<file path="src/rtl/multicycle_datapath.sv">
// multicycle_datapath: multi-cycle ALU datapath with a byte-wide, loadable
// instruction memory. Each instruction takes 6 cycles: 4 FETCH (one byte per
// cycle, big-endian), 1 EXEC, 1 WB. It executes R/I-type ALU ops and HALT.
//
// Optional feature: define DATAPATH_BRANCH_EN to enable BEQ (opcode 001011).
// Without it, that opcode is treated as unsupported.
//
// Ports:
//   clk, rst          rising-edge clock, synchronous active-high reset
//   prog_we/addr/data byte write into instruction memory (IDLE only)
//   run               start pulse (IDLE only)
//   result, overflow  last ALU result and its signed-overflow flag
//   result_valid      one-cycle pulse when result/overflow update
//   illegal           one-cycle pulse on an unsupported opcode
//   busy, halted      FETCH/EXEC/WB and HALT state indicators
//   pc                current fetch address
module multicycle_datapath #(
  parameter int unsigned DATA_W     = 32,
  parameter int unsigned NREGS      = 8,
  parameter int unsigned IMEM_BYTES = 64,
  parameter int unsigned PC_W       = 8
) (
  input  logic              clk,
  input  logic              rst,
  input  logic              prog_we,
  input  logic [PC_W-1:0]   prog_addr,
  input  logic [7:0]        prog_data,
  input  logic              run,
  output logic [DATA_W-1:0] result,
  output logic              overflow,
  output logic              result_valid,
  output logic              illegal,
  output logic              busy,
  output logic              halted,
  output logic [PC_W-1:0]   pc
);

  localparam int unsigned RW = $clog2(NREGS);
  localparam int unsigned AW = $clog2(IMEM_BYTES);

  localparam logic [2:0] S_IDLE  = 3'd0;
  localparam logic [2:0] S_FETCH = 3'd1;
  localparam logic [2:0] S_EXEC  = 3'd2;
  localparam logic [2:0] S_WB    = 3'd3;
  localparam logic [2:0] S_HALT  = 3'd4;

  localparam logic [5:0] OP_ADD  = 6'b000000;
  localparam logic [5:0] OP_SUB  = 6'b000001;
  localparam logic [5:0] OP_AND  = 6'b000010;
  localparam logic [5:0] OP_NOR  = 6'b000011;
  localparam logic [5:0] OP_OR   = 6'b000100;
  localparam logic [5:0] OP_SLT  = 6'b000101;
  localparam logic [5:0] OP_ADDI = 6'b000110;
  localparam logic [5:0] OP_SUBI = 6'b000111;
  localparam logic [5:0] OP_ANDI = 6'b001000;
  localparam logic [5:0] OP_ORI  = 6'b001001;
  localparam logic [5:0] OP_SLTI = 6'b001010;
  localparam logic [5:0] OP_BEQ  = 6'b001011;
  localparam logic [5:0] OP_HALT = 6'b111111;

  logic [2:0]        state_q;
  logic [1:0]        cnt_q;
  logic [PC_W-1:0]   pc_q;
  logic [31:0]       instr_q;
  logic [DATA_W-1:0] rf_q [NREGS];
  logic [DATA_W-1:0] alu_q, result_q;
  logic              ovf_q, overflow_q, wr_q, ill_q, rv_q, illegal_q;
  logic [RW-1:0]     dst_q;
  logic [7:0]        imem_q [IMEM_BYTES];

  // Decode of the held instruction (valid during EXEC and WB)
  logic [5:0]        opc;
  logic [RW-1:0]     rs_idx, rt_idx, rd_idx;
  logic [DATA_W-1:0] a, b_reg, immx, opb, sum, diff;
  logic signed [15:0] imm_s;
  logic              is_rtype, add_ovf, sub_ovf, lt;
  logic [AW-1:0]     faddr, pc_plus4;

  logic [DATA_W-1:0] alu_d;
  logic              ovf_d, wr_d, ill_d, halt_d;
  logic [RW-1:0]     dst_d;

`ifdef DATAPATH_BRANCH_EN
  logic              br_d, br_q;
  logic [AW-1:0]     br_off;
  // sext(imm)<<2 taken modulo IMEM_BYTES
  assign br_off = AW'(32'(imm_s) << 2);
`endif

  assign opc      = instr_q[31:26];
  assign rs_idx   = instr_q[21 +: RW];
  assign rt_idx   = instr_q[16 +: RW];
  assign rd_idx   = instr_q[11 +: RW];
  assign a        = (rs_idx == '0) ? '0 : rf_q[rs_idx];
  assign b_reg    = (rt_idx == '0) ? '0 : rf_q[rt_idx];
  assign imm_s    = instr_q[15:0];
  assign immx     = DATA_W'(imm_s);
  assign is_rtype = (opc <= OP_SLT);
  assign opb      = is_rtype ? b_reg : immx;
  assign sum      = a + opb;
  assign diff     = a - opb;
  assign add_ovf  = (a[DATA_W-1] == opb[DATA_W-1]) && (sum[DATA_W-1] != a[DATA_W-1]);
  assign sub_ovf  = (a[DATA_W-1] != opb[DATA_W-1]) && (diff[DATA_W-1] != a[DATA_W-1]);
  assign lt       = $signed(a) < $signed(opb);
  assign faddr    = pc_q[AW-1:0] + AW'(cnt_q);
  assign pc_plus4 = pc_q[AW-1:0] + AW'(4);

  always_comb begin
    alu_d  = '0;
    ovf_d  = 1'b0;
    wr_d   = 1'b1;
    ill_d  = 1'b0;
    halt_d = 1'b0;
    dst_d  = is_rtype ? rd_idx : rt_idx;
`ifdef DATAPATH_BRANCH_EN
    br_d   = 1'b0;
`endif
    case (opc)
      OP_ADD, OP_ADDI: begin alu_d = sum;  ovf_d = add_ovf; end
      OP_SUB, OP_SUBI: begin alu_d = diff; ovf_d = sub_ovf; end
      OP_AND, OP_ANDI: alu_d = a & opb;
      OP_NOR:          alu_d = ~(a | opb);
      OP_OR,  OP_ORI:  alu_d = a | opb;
      OP_SLT, OP_SLTI: alu_d = DATA_W'(lt);
      OP_HALT:         begin wr_d = 1'b0; halt_d = 1'b1; end
`ifdef DATAPATH_BRANCH_EN
      OP_BEQ:          begin wr_d = 1'b0; br_d = (a == b_reg); end
`endif
      default:         begin wr_d = 1'b0; ill_d = 1'b1; end
    endcase
  end

  // Instruction memory is intentionally outside the reset domain
  always_ff @(posedge clk) begin
    if (!rst && prog_we && state_q == S_IDLE)
      imem_q[prog_addr[AW-1:0]] <= prog_data;
  end

  always_ff @(posedge clk) begin
    if (rst) begin
      state_q    <= S_IDLE;
      cnt_q      <= '0;
      pc_q       <= '0;
      instr_q    <= '0;
      alu_q      <= '0;
      ovf_q      <= 1'b0;
      wr_q       <= 1'b0;
      ill_q      <= 1'b0;
      dst_q      <= '0;
      result_q   <= '0;
      overflow_q <= 1'b0;
      rv_q       <= 1'b0;
      illegal_q  <= 1'b0;
`ifdef DATAPATH_BRANCH_EN
      br_q       <= 1'b0;
`endif
      for (int unsigned i = 0; i < NREGS; i++) rf_q[i] <= '0;
    end else begin
      rv_q      <= 1'b0;
      illegal_q <= 1'b0;
      case (state_q)
        S_IDLE: begin
          if (run) begin
            state_q <= S_FETCH;
            cnt_q   <= '0;
          end
        end
        S_FETCH: begin
          // Shifting in 4 bytes leaves the first fetched byte in [31:24]
          instr_q <= {instr_q[23:0], imem_q[faddr]};
          cnt_q   <= cnt_q + 2'd1;
          if (cnt_q == 2'd3) state_q <= S_EXEC;
        end
        S_EXEC: begin
          if (halt_d) begin
            state_q <= S_HALT;
          end else begin
            alu_q   <= alu_d;
            ovf_q   <= ovf_d;
            wr_q    <= wr_d;
            ill_q   <= ill_d;
            dst_q   <= dst_d;
`ifdef DATAPATH_BRANCH_EN
            br_q    <= br_d;
`endif
            state_q <= S_WB;
          end
        end
        S_WB: begin
          if (wr_q) begin
            result_q   <= alu_q;
            overflow_q <= ovf_q;
            rv_q       <= 1'b1;
            if (dst_q != '0) rf_q[dst_q] <= alu_q;
          end
          if (ill_q) illegal_q <= 1'b1;
`ifdef DATAPATH_BRANCH_EN
          if (br_q) pc_q <= PC_W'(pc_plus4 + br_off);
          else      pc_q <= PC_W'(pc_plus4);
`else
          pc_q <= PC_W'(pc_plus4);
`endif
          cnt_q   <= '0;
          state_q <= S_FETCH;
        end
        default: state_q <= S_HALT;
      endcase
    end
  end

  assign result       = result_q;
  assign overflow     = overflow_q;
  assign result_valid = rv_q;
  assign illegal      = illegal_q;
  assign busy         = (state_q == S_FETCH) || (state_q == S_EXEC) || (state_q == S_WB);
  assign halted       = (state_q == S_HALT);
  assign pc           = pc_q;

endmodule
</file>
<file path="config.mk">
export PLATFORM = sky130hd
export DESIGN_NAME = multicycle_datapath
export DESIGN_NICKNAME = d
export VERILOG_FILES = /design/src/rtl/multicycle_datapath.sv
export SDC_FILE = /design/constraint.sdc
export NUM_CORES = 1
export LEC_CHECK = 0
export CAP_MARGIN = 0
export CORE_ASPECT_RATIO = 0.9
export CORE_MARGIN = 2
export CORE_UTILIZATION = 38
export DETAILED_ROUTE_END_ITERATION = 8
export GPL_TIMING_DRIVEN = 0
export RECOVER_POWER = 25
export SLEW_MARGIN = 40
export SYNTH_ARGS = -nofsm -noshare
export SYNTH_HDL_FRONTEND = slang
export SYNTH_SLANG_ARGS = --single-unit
</file>
<file path="constraint.sdc">
create_clock -name clk -period 6.12 [get_ports clk]
set_input_delay 1.224 -clock clk [delete_from_list [all_inputs] [get_ports clk]]
set_output_delay 1.224 -clock clk [all_outputs]
set_load 0.01 [all_outputs]
</file>
==> results of run 1 <==
state kept, by name, indices dropped and copies added (netlist names), 3 cells and up, named ones only:
name,cells
result,32
state_q,3
rf_q,256
pc,4
instr_q,30
imem_q,512
alu_q,32
dst_q,3
area by class of cell:
class / count / area share [%]
repair buffers: 63 / 1.204
well taps: 1462 / 3.834
diodes: 1 / 0.005244
clock inverters: 58 / 1.408
inverters: 96 / 0.7552
flip-flops and latches: 886 / 53.28
multi-input cells: 1728 / 32.51
clock buffers: 120 / 5.244
plain buffers: 194 / 1.762
final timing paths:
| path | endpoint | depth (start not counted) | slack, ps |
|---|---|---|---|
| worst min-delay path | result[9] | 2 | 450 |
| worst max-delay path | alu_q[29] | 17 | 200 |
| worst min register to register | result[9] | 2 | 450 |
| worst max register to register | alu_q[29] | 17 | 200 |
metrics by stage:
stage,setup TNS [ps],std cells,total power [mW]
2_1_floorplan,0,2906,7.236
3_3_place_gp,-4164,4421,7.529
3_5_place_dp,-412.6,4431,7.539
4_1_cts,0,4607,13.38
5_1_grt,0,4607,13.68
6_report,0,4608,13.31
power groups by stage:
stage	clock network, mW	registers [mW]	logic (mW)
floorplan	0	6.79	0.450
global placement	0	6.81	0.718
detailed placement	0	6.80	0.738
CTS	5.97	6.67	0.740
global route	6.21	6.69	0.786
finish	5.89	6.68	0.739
logic make-up after synthesis:
family,synth area share (%)
and+or+nand+nor,9.104
AOI/OAI and AO/OA,6.741
DFF,60.71
buffers and inverters,2.758
adders and majority gates,3.024
other,0.008955
xor gates and xnor gates,0.7529
muxes,16.90
metal layers:
layer	GRT usage, %	routed length, um	part of all wire [%]
met1	32.26	54940	46
met2	29.42	50490	42
met3	5.419	11780	9.8
met4	5.706	2863	2.4
met5	0.2979	47	0.039
critical path, stage by stage, from the launching register on:
cell and delay (ps):
dfxtp_1 310, buf_2 410, buf_2 470, buf_2 510, mux4_2 600, nand2_1 90
a21oi_1 130, ha_1 490, inv_1 120, a311o_1 340, a21o_1 200, a31oi_2 430
a21oi_1 280, and3_1 220, nor4_1 390, a2111oi_0 240, o311ai_1 400, o211ai_1 130
cell usage after synthesis (3+ instances only):
cell	n
edfxtp_1	768
mux4_2	296
and2_1	229
nand2_1	219
a21oi_1	165
nor2_1	157
clkbuf_1	144
dfxtp_1	118
o21ai_0	105
ha_1	98
inv_1	96
a22oi_1	49
nand2b_1	43
mux2i_1	41
nor3_1	34
xnor2_1	30
buf_1	23
buf_2	23
nand3_1	20
a211oi_1	15
nor2b_1	14
a21o_1	13
o211ai_1	13
a31oi_1	11
or2_2	11
o21bai_1	9
o31ai_1	9
nand3b_1	8
o21a_1	8
or3_1	8
and3_1	6
nor4_1	6
o2111ai_1	6
xor2_1	6
a21boi_0	5
a21oi_2	4
buf_4	4
o31a_1	4
a221oi_1	3
a311oi_1	3
nand4_1	3
o221ai_1	3
placed cells by master (no fill, tap or decap), types with 7 or more instances in the layout:
cell type        count
clkbuf_1           160
dfxtp_1            118
nand3b_1             8
clkinv_2            14
bufinv_16           11
a21oi_1            165
edfxtp_1           768
nor2_2              11
nor3_1              30
inv_1               96
o21a_1               8
o21ai_0            104
clkinv_1            17
nor2b_1             14
nand2_1            219
a211oi_1            14
a31oi_1             10
o21bai_1             9
ha_1                98
a22oi_1             49
clkbuf_16           96
mux2i_1             41
clkdlybuf4s50_1     45
mux4_2             296
or2_4                7
and2_1             229
nor2_1             146
nand3_1             20
clkbuf_2            21
o31ai_1              9
xnor2_1             30
or3_1                8
a21o_1              13
o211ai_1            13
nand2b_1            43
buf_2               37
conb_1              36
==> results.cfg, run 1 <==
[detailed_routing]
post-route-drc-count = 0
via_count = 25931
drt-total-wl_mm = 120.1
drtIter0Drc = 2830
routedWlPerCell_um = 26.07
via_per_inst = 5.627
ant_nets = 0
drt_first_pass_iters = 5

[finish]
postLayoutCellArea_sq_um = 47720
num-fill-cells = 9806
utilization_pct = 43.64
area_growth_syn_to_layout_pct = 13.95
drive_gt1_share_pct = 17.30
final_nets = 3185
final-seq-area_sq_um = 25420
multi_input_area_sq_um = 15510

[global_route]
grt_max_degree = 49
track_usage_pct = 21.06
overflow = 0
grt_pass1_wl_mm = 173.1
antenna_found_initial = 4
grt_pass1_vias = 25177

[clock_tree]
hold_buffers = 0
cts_tree = built
cts_max_path_buffers = 3
path_clk_slew_ps = 60
htree_levels = 3
clockRootBuffer = clkbuf_16
cts_buffers = 96
cts_sinks = 886
clock_latency_ps = 690
ctsResizeCount = 3
postCtsSetupBuffers = 0

[synthesis]
yosysTopAreaCell = edfxtp_1
ys_types = 73
synth-main-ff-cell = edfxtp_1
ys_seq_area_share_pct = 60.71
synth_edf_count = 768
synthArstFlopShare_pct = 0
yosysWarnings = 0
ys_top_cells_by_area = edfxtp_1 55%, mux4_2 16%, dfxtp_1 5.6%
synth_top_area_share_pct = 55.07
postSynthAreaPerCell_sq_um = 14.59
synth_cells = 2871
ys_seq_elements = 886
syn_area_sq_um = 41880

[pwr]
peakVddDrop_v = 0.0002122
p_int_mw = 10.31
seqPwrFrac_pct = 50.2
p_sw_mw = 3.002
combPwrFrac_pct = 5.6
pwr-share-clk_pct = 44.3
p_leak_nw = 15.15
swShare_pct = 22.55
power_density_nw_per_um2 = 279.0

[sta]
setup_ws_ps = 195.8
period_needed_ps = 5924
skew_ps = 36.43
clock.fmax_mhz = 168.8
whs_ps = 451.0
slew_violations = 347
slew_headroom_pct = -62.21
hold_viol_final = 0
fin_crit_sh_pct = 96.80
tightest_slew_ps = 2433
rsz0062_at_grt = false
setup_viol = 0

[floorplanning]
start_util_pct = 38.29
die_w_um = 353.9
core-area_sq_um = 109400
dieArea_sq_um = 112900
die_y_um = 318.9
rows = 115
top_level_ports = 65

[placement]
portBuffers = 53
dpl_cell_area_sq_um = 44630
dp_hpwl_mm = 84.99
dp_slack_ps = -127.1
gp_congestion = 0.9642

[setup_path]
cp_data_arrival_time_ps = 6460
worstPathMaxFanout = 10
critical_path_class = reg2reg
worstSetupStartpointType = register
required_ps = 6660
end_kind = register

[run_status]
violations = capacitance limit, slew limit
outcome = finished with violations

[hold_path]
holdCritPathClass = reg2reg
min-delay-start = result[9]

[run]
maxCapViolCount = 9
Note: power is estimated with default switching activity, not from simulation.
==> inputs of run 2 (changes only) <==
Settings changed: CORE_MARGIN 2 to 5.
==> results.cfg, run 2 (synthesis results as in run 1) <==
[floorplanning]
die_w_um = 359.9
start_util_pct = 38.29
dieArea_sq_um = 116900
top_level_ports = 65
die_y_um = 324.9
rows = 115
core-area_sq_um = 109400

[clock_tree]
htree_levels = 3
path_clk_slew_ps = 60
cts_tree = built
hold_buffers = 0
cts_sinks = 886
clockRootBuffer = clkbuf_16
cts_buffers = 95
cts_max_path_buffers = 3
clock_latency_ps = 690

[hold_path]
holdCritPathClass = reg2reg

[detailed_routing]
wl_met2_mm = 51.27
routedWlPerCell_um = 26.30
met3_length_mm = 11.25
maxUsedRoutingLayer = met4
drt_first_pass_iters = 8
met1_length_mm = 55.97
ant_nets = 0
via_count = 26056
post-route-drc-count = 0
drtIter0Drc = 2950
drt-total-wl_mm = 121.3
via_per_inst = 5.652

[global_route]
track_usage_pct = 20.28
grt_max_degree = 49
overflow = 0
grt_pass1_wl_mm = 175.5
antenna_found_initial = 4
grt_pass1_vias = 25422

[setup_path]
cp_data_arrival_time_ps = 6560
worstPathMaxFanout = 19
required_ps = 6720
worstSetupStartpointType = register
critical_path_class = reg2reg
end_kind = register

[sta]
rsz0062_at_grt = false
slew_violations = 337
hold_viol_final = 0
setup_viol = 0
slew_headroom_pct = -61.65
period_needed_ps = 5964
skew_ps = 46.50
tns_ps = 0
setup_ws_ps = 155.5
fin_crit_sh_pct = 97.46
tightest_slew_ps = 2425
clock.fmax_mhz = 167.7

[finish]
area_growth_syn_to_layout_pct = 14.37
final_nets = 3186
num-fill-cells = 9789
drive_gt1_share_pct = 18.08
final_common_cell = edfxtp_1
layout_common_cells = 768 x edfxtp_1, 296 x mux4_2, 229 x and2_1
largest_reg_flops = 512

[placement]
gp_congestion = 0.9666
dp_slack_ps = -292.4
portBuffers = 53
dp_hpwl_mm = 86.05

[run_status]
violations = capacitance limit, slew limit
outcome = finished with violations

[pwr]
p_leak_nw = 15.26
power_density_nw_per_um2 = 280.1
peakVddDrop_v = 0.0002184

[run]
maxCapViolCount = 8
-- run 2: cell count changes in the layout (fill, tap and decap cells not counted), sizes merged --
cell / change
inv: -2
bufinv: -3
clkinv: +3
clkbuf: +3
clkinvlp: +1
-- run 2: layout make-up --
class | count | area, sq um | share of cell area (%)
Tap cell | 1462 | 1829 | 3.819
Timing Repair Buffer | 65 | 609.3 | 1.272
Antenna cell | 1 | 2.502 | 0.005225
Multi-Input combinational cell | 1728 | 15510 | 32.39
Clock buffer | 121 | 2693 | 5.622
Buffer | 194 | 852.1 | 1.779
Clock inverter | 57 | 610.6 | 1.275
Inverter | 96 | 360.3 | 0.7524
Sequential cell | 886 | 25420 | 53.08
-- run 2: path summary, 6_finish.rpt --
path	start	endpoint	slack [ps]	depth (start not counted)
worst max-delay path	register	alu_q[0]	160	18
worst min-delay path	result[22]	result[22]	450	2
worst max register to register	register	alu_q[0]	160	18
worst min register to register	result[22]	result[22]	450	2
-- run 2: report_power, final --
part	total, mW	internal (mW)	switching, mW
Sequential	6.68	6.64	0.0405
Combinational	0.744	0.279	0.465
Clock	5.99	3.48	2.51
Total	13.4	10.4	3.01
-- run 2: through the flow --
step                      std cells  util [%]  hold WS [ps]  power, mW  area (sq um)
after global routing           4609     43.80         469.9      13.81         47890
after detailed placement       4432     40.83         448.0      7.544         44650
final                          4610     43.80         451.7      13.41         47900
after global placement         4421     40.57         446.9      7.532         44370
after floorplan                2906         -         424.2      7.236         42010
after CTS                      4609     43.85         455.9      13.49         47950
-- run 2: critical path, cell delays in order (launching register included) --
cell	delay, ps
dfxtp_1	380
clkbuf_2	570
clkdlybuf4s15_1	770
mux4_2	400
nand2_1	80
a21oi_1	120
inv_1	130
ha_1	220
fa_1	230
o21bai_1	90
a211oi_1	410
a211oi_2	240
o211ai_1	370
nand3_1	190
a211o_1	330
a221o_1	380
a2111oi_2	590
nor2_1	100
a211oi_2	220
-- run 2: timing repair --
item	CTS	global route
setup endpoints to repair	10	7
gates resized for setup	2	20
buffers inserted	0	0
-- run 2: per-layer routing --
layer	up-vias	GRT usage, %
met1	13396	31.55
met5	-	0
met3	162	4.425
met2	1155	28.83
li1	11343	-
met4	0	5.195
